$ cat src/rtl/bram_line_refill_pkg.sv
// Shared constants and state encodings for the cache-line refill engine.
// Imported by the refill engine and available to its surrounding logic.
package bram_line_refill_pkg;

    localparam logic [1:0] BURST_WRAP = 2'b10;
    localparam logic [1:0] RESP_OKAY  = 2'b00;

    localparam int LINE_WORDS_DEF = 8;
    localparam int OFF_W_DEF      = 3;

    typedef enum logic [1:0] {
        ST_IDLE = 2'd0,
        ST_ADDR = 2'd1,
        ST_DATA = 2'd2,
        ST_FIN  = 2'd3
    } refill_state_e;

endpackage

$ cat src/rtl/bram_line_refill.sv
// Cache-line refill engine: one wrapping AXI read burst, critical word first,
// each beat written into BRAM port 1, with early critical-word forwarding.
module bram_line_refill
    import bram_line_refill_pkg::*;
#(
    parameter int LINE_WORDS = LINE_WORDS_DEF,
    parameter int OFF_W      = OFF_W_DEF,
    parameter int ADDR_W     = 10
) (
    input  logic              clk,
    input  logic              resetn,
    input  logic              req_valid,
    output logic              req_ready,
    input  logic [ADDR_W-1:0] req_addr,
    input  logic [31:0]       req_paddr,
    output logic              ar_valid,
    input  logic              ar_ready,
    output logic [31:0]       ar_addr,
    output logic [7:0]        ar_len,
    output logic [1:0]        ar_burst,
    input  logic              r_valid,
    output logic              r_ready,
    input  logic [31:0]       r_data,
    input  logic [1:0]        r_resp,
    input  logic              r_last,
    output logic [ADDR_W-1:0] bram_addr,
    output logic [3:0]        bram_wen,
    output logic [31:0]       bram_wdata,
    output logic              crit_valid,
    output logic [31:0]       crit_data,
    output logic              busy,
    output logic              done,
    output logic              err
);

    localparam int LINE_W = ADDR_W - OFF_W;
    localparam logic [OFF_W-1:0] LAST_BEAT = OFF_W'(LINE_WORDS - 1);

    refill_state_e     state_q, state_d;
    logic [LINE_W-1:0] line_q, line_d;
    logic [OFF_W-1:0]  start_q, start_d;
    logic [OFF_W-1:0]  cnt_q, cnt_d;
    logic              err_flag_q, err_flag_d;
    logic              resp_bad_q, resp_bad_d;
    logic [31:0]       ar_addr_q, ar_addr_d;
    logic [ADDR_W-1:0] waddr_q, waddr_d;
    logic [3:0]        wen_q, wen_d;
    logic [31:0]       wdata_q, wdata_d;
    logic              crit_valid_q, crit_valid_d;
    logic [31:0]       crit_data_q, crit_data_d;

    logic [OFF_W-1:0]  off_s;
    logic              beat_bad_s;
    logic              is_last_s;

    // Next-state, datapath capture and beat bookkeeping.
    always_comb begin
        state_d      = state_q;
        line_d       = line_q;
        start_d      = start_q;
        cnt_d        = cnt_q;
        err_flag_d   = err_flag_q;
        resp_bad_d   = resp_bad_q;
        ar_addr_d    = ar_addr_q;
        waddr_d      = waddr_q;
        wen_d        = 4'h0;
        wdata_d      = wdata_q;
        crit_valid_d = 1'b0;
        crit_data_d  = crit_data_q;
        off_s        = start_q + cnt_q;
        beat_bad_s   = (r_resp != RESP_OKAY);
        is_last_s    = (cnt_q == LAST_BEAT);

        case (state_q)
            ST_IDLE: begin
                if (req_valid) begin
                    line_d    = req_addr[ADDR_W-1:OFF_W];
                    start_d   = req_addr[OFF_W-1:0];
                    ar_addr_d = {req_paddr[31:2], 2'b00};
                    cnt_d     = '0;
                    state_d   = ST_ADDR;
                end else begin
                    state_d = ST_IDLE;
                end
            end
            ST_ADDR: begin
                if (ar_ready) begin
                    state_d = ST_DATA;
                end else begin
                    state_d = ST_ADDR;
                end
            end
            ST_DATA: begin
                if (r_valid) begin
                    waddr_d = {line_q, off_s};
                    wdata_d = r_data;
                    // An error beat poisons itself and every later beat of this line.
                    if (resp_bad_q || beat_bad_s) begin
                        wen_d = 4'h0;
                    end else begin
                        wen_d = 4'hF;
                    end
                    if ((cnt_q == '0) && !beat_bad_s) begin
                        crit_valid_d = 1'b1;
                        crit_data_d  = r_data;
                    end else begin
                        crit_valid_d = 1'b0;
                    end
                    if (beat_bad_s) begin
                        resp_bad_d = 1'b1;
                    end else begin
                        resp_bad_d = resp_bad_q;
                    end
                    if (beat_bad_s || (r_last != is_last_s)) begin
                        err_flag_d = 1'b1;
                    end else begin
                        err_flag_d = err_flag_q;
                    end
                    // Beat count, not r_last, decides when the line is complete.
                    if (is_last_s) begin
                        cnt_d   = '0;
                        state_d = ST_FIN;
                    end else begin
                        cnt_d   = cnt_q + 1'b1;
                        state_d = ST_DATA;
                    end
                end else begin
                    state_d = ST_DATA;
                end
            end
            ST_FIN: begin
                err_flag_d = 1'b0;
                resp_bad_d = 1'b0;
                state_d    = ST_IDLE;
            end
            default: begin
                state_d = ST_IDLE;
            end
        endcase
    end

    // State and datapath registers.
    always_ff @(posedge clk or negedge resetn) begin
        if (!resetn) begin
            state_q      <= ST_IDLE;
            line_q       <= '0;
            start_q      <= '0;
            cnt_q        <= '0;
            err_flag_q   <= 1'b0;
            resp_bad_q   <= 1'b0;
            ar_addr_q    <= 32'h0;
            waddr_q      <= '0;
            wen_q        <= 4'h0;
            wdata_q      <= 32'h0;
            crit_valid_q <= 1'b0;
            crit_data_q  <= 32'h0;
        end else begin
            state_q      <= state_d;
            line_q       <= line_d;
            start_q      <= start_d;
            cnt_q        <= cnt_d;
            err_flag_q   <= err_flag_d;
            resp_bad_q   <= resp_bad_d;
            ar_addr_q    <= ar_addr_d;
            waddr_q      <= waddr_d;
            wen_q        <= wen_d;
            wdata_q      <= wdata_d;
            crit_valid_q <= crit_valid_d;
            crit_data_q  <= crit_data_d;
        end
    end

    assign req_ready  = (state_q == ST_IDLE);
    assign ar_valid   = (state_q == ST_ADDR);
    assign r_ready    = (state_q == ST_DATA);
    assign busy       = (state_q != ST_IDLE);
    assign done       = (state_q == ST_FIN);
    assign err        = (state_q == ST_FIN) && err_flag_q;
    assign ar_addr    = ar_addr_q;
    assign ar_len     = 8'(LINE_WORDS - 1);
    assign ar_burst   = BURST_WRAP;
    assign bram_addr  = waddr_q;
    assign bram_wen   = wen_q;
    assign bram_wdata = wdata_q;
    assign crit_valid = crit_valid_q;
    assign crit_data  = crit_data_q;

endmodule
$ cat config.mk
export PLATFORM = sky130hd
export DESIGN_NAME = bram_line_refill
export DESIGN_NICKNAME = d
export VERILOG_FILES = /design/src/rtl/bram_line_refill_pkg.sv /design/src/rtl/bram_line_refill.sv
export SDC_FILE = /design/constraint.sdc
export NUM_CORES = 1
export LEC_CHECK = 0
export CAP_MARGIN = 0
export CORE_UTILIZATION = 46
export DETAILED_ROUTE_END_ITERATION = 10
export PLACE_DENSITY = 0.85
export SYNTH_ARGS = -nofsm -noshare
export SYNTH_HDL_FRONTEND = slang
export SYNTH_SLANG_ARGS = --single-unit
$ cat constraint.sdc
create_clock -name clk -period 3.5 [get_ports clk]
set_clock_uncertainty 0.2 [all_clocks]
set_input_delay 0.525 -clock clk [delete_from_list [all_inputs] [get_ports clk]]
set_output_delay 0.525 -clock clk [all_outputs]
set_load 0.01 [all_outputs]
# == After elaboration in Yosys (flattened, before gate mapping) ==
# Cells that the tools add are included.
# totals
ff_bits,126
input_bits,82
output_inout_bits,127
elab_cells,61
# op_classes
n_addsub,2
eq_ne,9
mux,21
n_reduce_logical,17
# op_table
cell,count
two-way mux 4 bit,3
AND reduction 3 bit,4
two-way mux 1 bit,9
two-way mux 3 bit,3
case mux 2 bit (4 select lines),1
nonzero test 2 bit,4
case mux 3 bit (2 select lines),1
== test 2 bit (second input constant),2
two-way mux 2 bit,2
inequality test 2 x 1 -> 1 bit (second input constant),2
inequality test 2 bit (second input constant),2
case mux 1 bit (2 select lines),2
AND reduction 2 bit,2
adder 3 x 1 -> 3 bit (second input constant),1
adder 3 bit,1
== test 3 bit (second input constant),1
zero test 3 bit,1
== test 2 x 1 -> 1 bit (second input constant),1
logical AND 1 bit,2
zero test 2 bit,1
logical OR 1 bit,2
zero test 1 bit,1
inequality test 1 bit,1

# == Longest topological paths before layout ==
# logic_depth
ltp_word,6
mapped_depth,6
ltp_nobuf,6

# == Least setup slack after synthesis ==
# OpenSTA, ideal clock, no wires.
# synth_path
kind,flip-flop to flip-flop
from,register state_q[0]
to,"register crit_data_q[10], in the netlist crit_data[10]"
setup_ns,0.125
t_arrival_ns,1.461
t_required_ns,3.175
setup_slack_ns,1.714
stages_incl_launch_ff,7
n_path_buf,3
synth_period_minus_slack_ns,1.786
cell_sequence,dfrtp_1 buf_2 and3b_1 buf_4 nand4b_4 buf_6 mux2_4
# synth_between
elab_chain_len,2
# synth_lines
item,line_no,source
start: declaration,bram_line_refill.sv:39,"refill_state_e state_q, state_d;"
start signal: assignment,bram_line_refill.sv:158,state_q <= state_d;
== test 2 bit,bram_line_refill.sv:74,case (state_q)
AND reduction 3 bit (no line),-,
end signal: assignment,bram_line_refill.sv:169,crit_data_q <= crit_data_d;
end: declaration,bram_line_refill.sv:50,"logic [31:0] crit_data_q, crit_data_d;"
# Every way passes these cells.
# A chain may end at the register's enable or synchronous reset.

==> flow_summary.ini <==
[timing]
drv_slew = 0
slew_headroom = 0.423
setup-tns-final_ns = 0
finalCriticalPeriod_ns = 2.68
rsz0062_at_grt = no
hold_slack_ns = 0.258
tightest_slew_ns = 0.864
hold_viol_final = 0
max_freq_mhz = 373
period_share = 0.767
setup_violations = 0

[setup_path]
worstPathMaxFanout = 11
reg2reg_slack_ns = 1.07
start_kind = flop
cp.arrival_ns = 1.96
crit_path_top_delay_cell = clkdlybuf4s50_1
critPathCapture = req_ready
worstPathRequired_ns = 2.77
path_cells = or2_2 > inv_1 > clkdlybuf4s50_1
critPathCaptureType = output pin
r2r_cells = 3
r2r_end = crit_data[23]
max_stage_delay_ns = 0.52
critical_path_class = reg2out

[synth]
synth_top_area_cell = dfrtp_1
synth_edf_count = 0
synthesis.area_sq_mm = 0.00499
synth_flop_cell = dfrtp_1
async_flop_share = 1.00
synthTopCellsByArea = dfrtp_1 62%, mux2_2 9.5%, nand2_1 9.3%
syn_avg_cell_area_sq_um = 12.6
synthDistinctLibCells = 31
ys_seq_area_frac = 0.616
yosys_warnings = 0
synth.top_cell.area_share = 0.616
synth_common_cells = 124 x nand2_1, 123 x dfrtp_1, 42 x mux2_2, 29 x mux2_4, 16 x buf_4
synthCells = 396
yosys.cell_count.top_type = nand2_1
synth_seq_cells = 123

[floorplanning]
start_util = 0.480
num_rows = 37
die_area_sq_mm = 0.0113
ioPinCount = 209
dieHeight_um = 106
coreArea_sq_mm = 0.0104
die_w_um = 106

[clock_network]
cts_tree = built
cts_buffers = 17
root_buffer = clkbuf_8
clk_latency_ns = 0.50
postCtsSetupRepairBufs = 0
cts.sinks = 123
path_clk_slew_ns = 0.06
ctsLongestPathBuffers = 2
cts_max_level = 4

[power_and_ir_drop]
leakage_nw = 3.60
ir_worst_vdd_uv = 430
p_per_area_mw_per_mm2 = 912

[final_layout]
final_util = 0.730
drive_gt1_frac = 0.188
antenna_cells = 0
syn_to_final_growth_pct = 52.2
final_nets = 680
instances_no_fill = 742

[placement]
port_buffers = 194
dp.cells = 709
dp_hpwl_mm = 8.14
gp_congestion = 0.761

[grt]
antenna_found_initial = 0
track_usage = 0.222
grt_pass1_vias = 3822
grt_pass1_wl_mm = 19.4
gr-total-overflow = 0
grt_max_degree = 69

[drt]
wl_mm = 11.8
via_per_inst = 4.84
final_antenna_net_count = 0
dr_total_vias = 3588
dr.first_iter.drc_count = 122
drc = 0
dr.pass1.iters = 4
post_drt_wl_per_cell_um = 15.9

[hold_path]
min_path_type = in2async

[status]
status = completed

[run]
max_cap_viol_count = 0
cells in the final DEF, fill, tap and decap left out, types with 3 or more instances in the layout:
cell	instances
buf_4	6
bufinv_16	3
clkbuf_16	16
clkdlybuf4s50_1	193
clkinvlp_4	5
conb_1	12
dfrtp_1	123
ha_1	4
inv_1	9
mux2_2	42
mux2_4	29
nand2_1	124
o21ai_0	3
xnor2_1	3
critical path, delay by kind of cell, from the launching register on:
| family | cells | cell delay [ns] |
|---|---|---|
| AND/OR/NAND/NOR | 1 | 0.37 |
| buffers and inverters | 2 | 0.58 |
| flip-flops | 1 | 0.51 |
registers in the layout (all words and copies together), names as in the netlist, named ones only:
signal	cells
ar_addr	30
bram_addr	10
bram_wdata	32
bram_wen	1
cnt_q	3
crit_data	32
crit_valid	1
err_flag_q	1
line_q	7
resp_bad_q	1
start_q	3
state_q	1
power breakdown:
group          total, mW  switching [mW]  leakage, nW  internal, mW
logic               2.72            1.06         1.81          1.67
clock network       1.74           0.636        0.277          1.11
registers           2.47           0.393         1.52          2.08
kinds of logic (layout without fill, tap and decap cells):
| family | count (synthesis) | in the layout | synth area share |
|---|---|---|---|
| adders and majority gates | 5 | 5 | 0.0140 |
| AOI/OAI and AO/OA | 11 | 11 | 0.0148 |
| buffers and inverters | 42 | 242 | 0.0493 |
| xor gates and xnor gates | 3 | 3 | 0.00526 |
| muxes | 72 | 72 | 0.184 |
| other | 2 | 12 | 0.00150 |
| and+or+nand+nor | 138 | 138 | 0.115 |
| DFF | 123 | 123 | 0.616 |
per-stage QoR:
stage | setup slack, ns | cell area, sq um | total power, mW
detailed placement | 0.606 | 6990 | 5.22
floorplan | 1.71 | 5030 | 3.66
CTS | 0.798 | 7600 | 7.02
finish | 0.816 | 7600 | 6.94
global placement | 0.662 | 6990 | 5.09
global route | 0.735 | 7600 | 7.32
layer usage:
metal  global-route usage  up-vias  share of wire
li1                     -     1661              -
met1                0.271     1781           0.41
met2                0.374      134           0.51
met3               0.0681       12          0.072
met4               0.0754        0         0.0090
met5                    0        -              0
cell type report:
| type | count | area [sq um] |
|---|---|---|
| sequential | 123 | 3080 |
| fill | 706 | 2810 |
| timing repair buffer | 201 | 2010 |
| multi-input combinational | 241 | 1720 |
| clock buffer | 19 | 432 |
| tap | 136 | 170 |
| clock inverter | 13 | 168 |
| inverter | 9 | 33.8 |
worst min path at each step:
| stage | from | end | slack [ns] |
|---|---|---|---|
| 2_1_floorplan | resetn | asynchronous set/reset pin | 0.03 |
| 3_3_place_gp | resetn | crit_data[22] | 0.22 |
| 3_5_place_dp | resetn | crit_data[22] | 0.23 |
| 4_1_cts | resetn | crit_data[22] | 0.25 |
| 5_1_grt | resetn | bram_wdata[24] | 0.26 |
| 6_report | resetn | bram_wdata[22] | 0.26 |
timing repair:
| action | 4_1_cts | 5_1_grt |
|---|---|---|
| hold endpoints to repair | 19 | 0 |
| hold buffers | 1 | 0 |
| resized for setup | 0 | 0 |
Power figures use the tool's default switching activity.
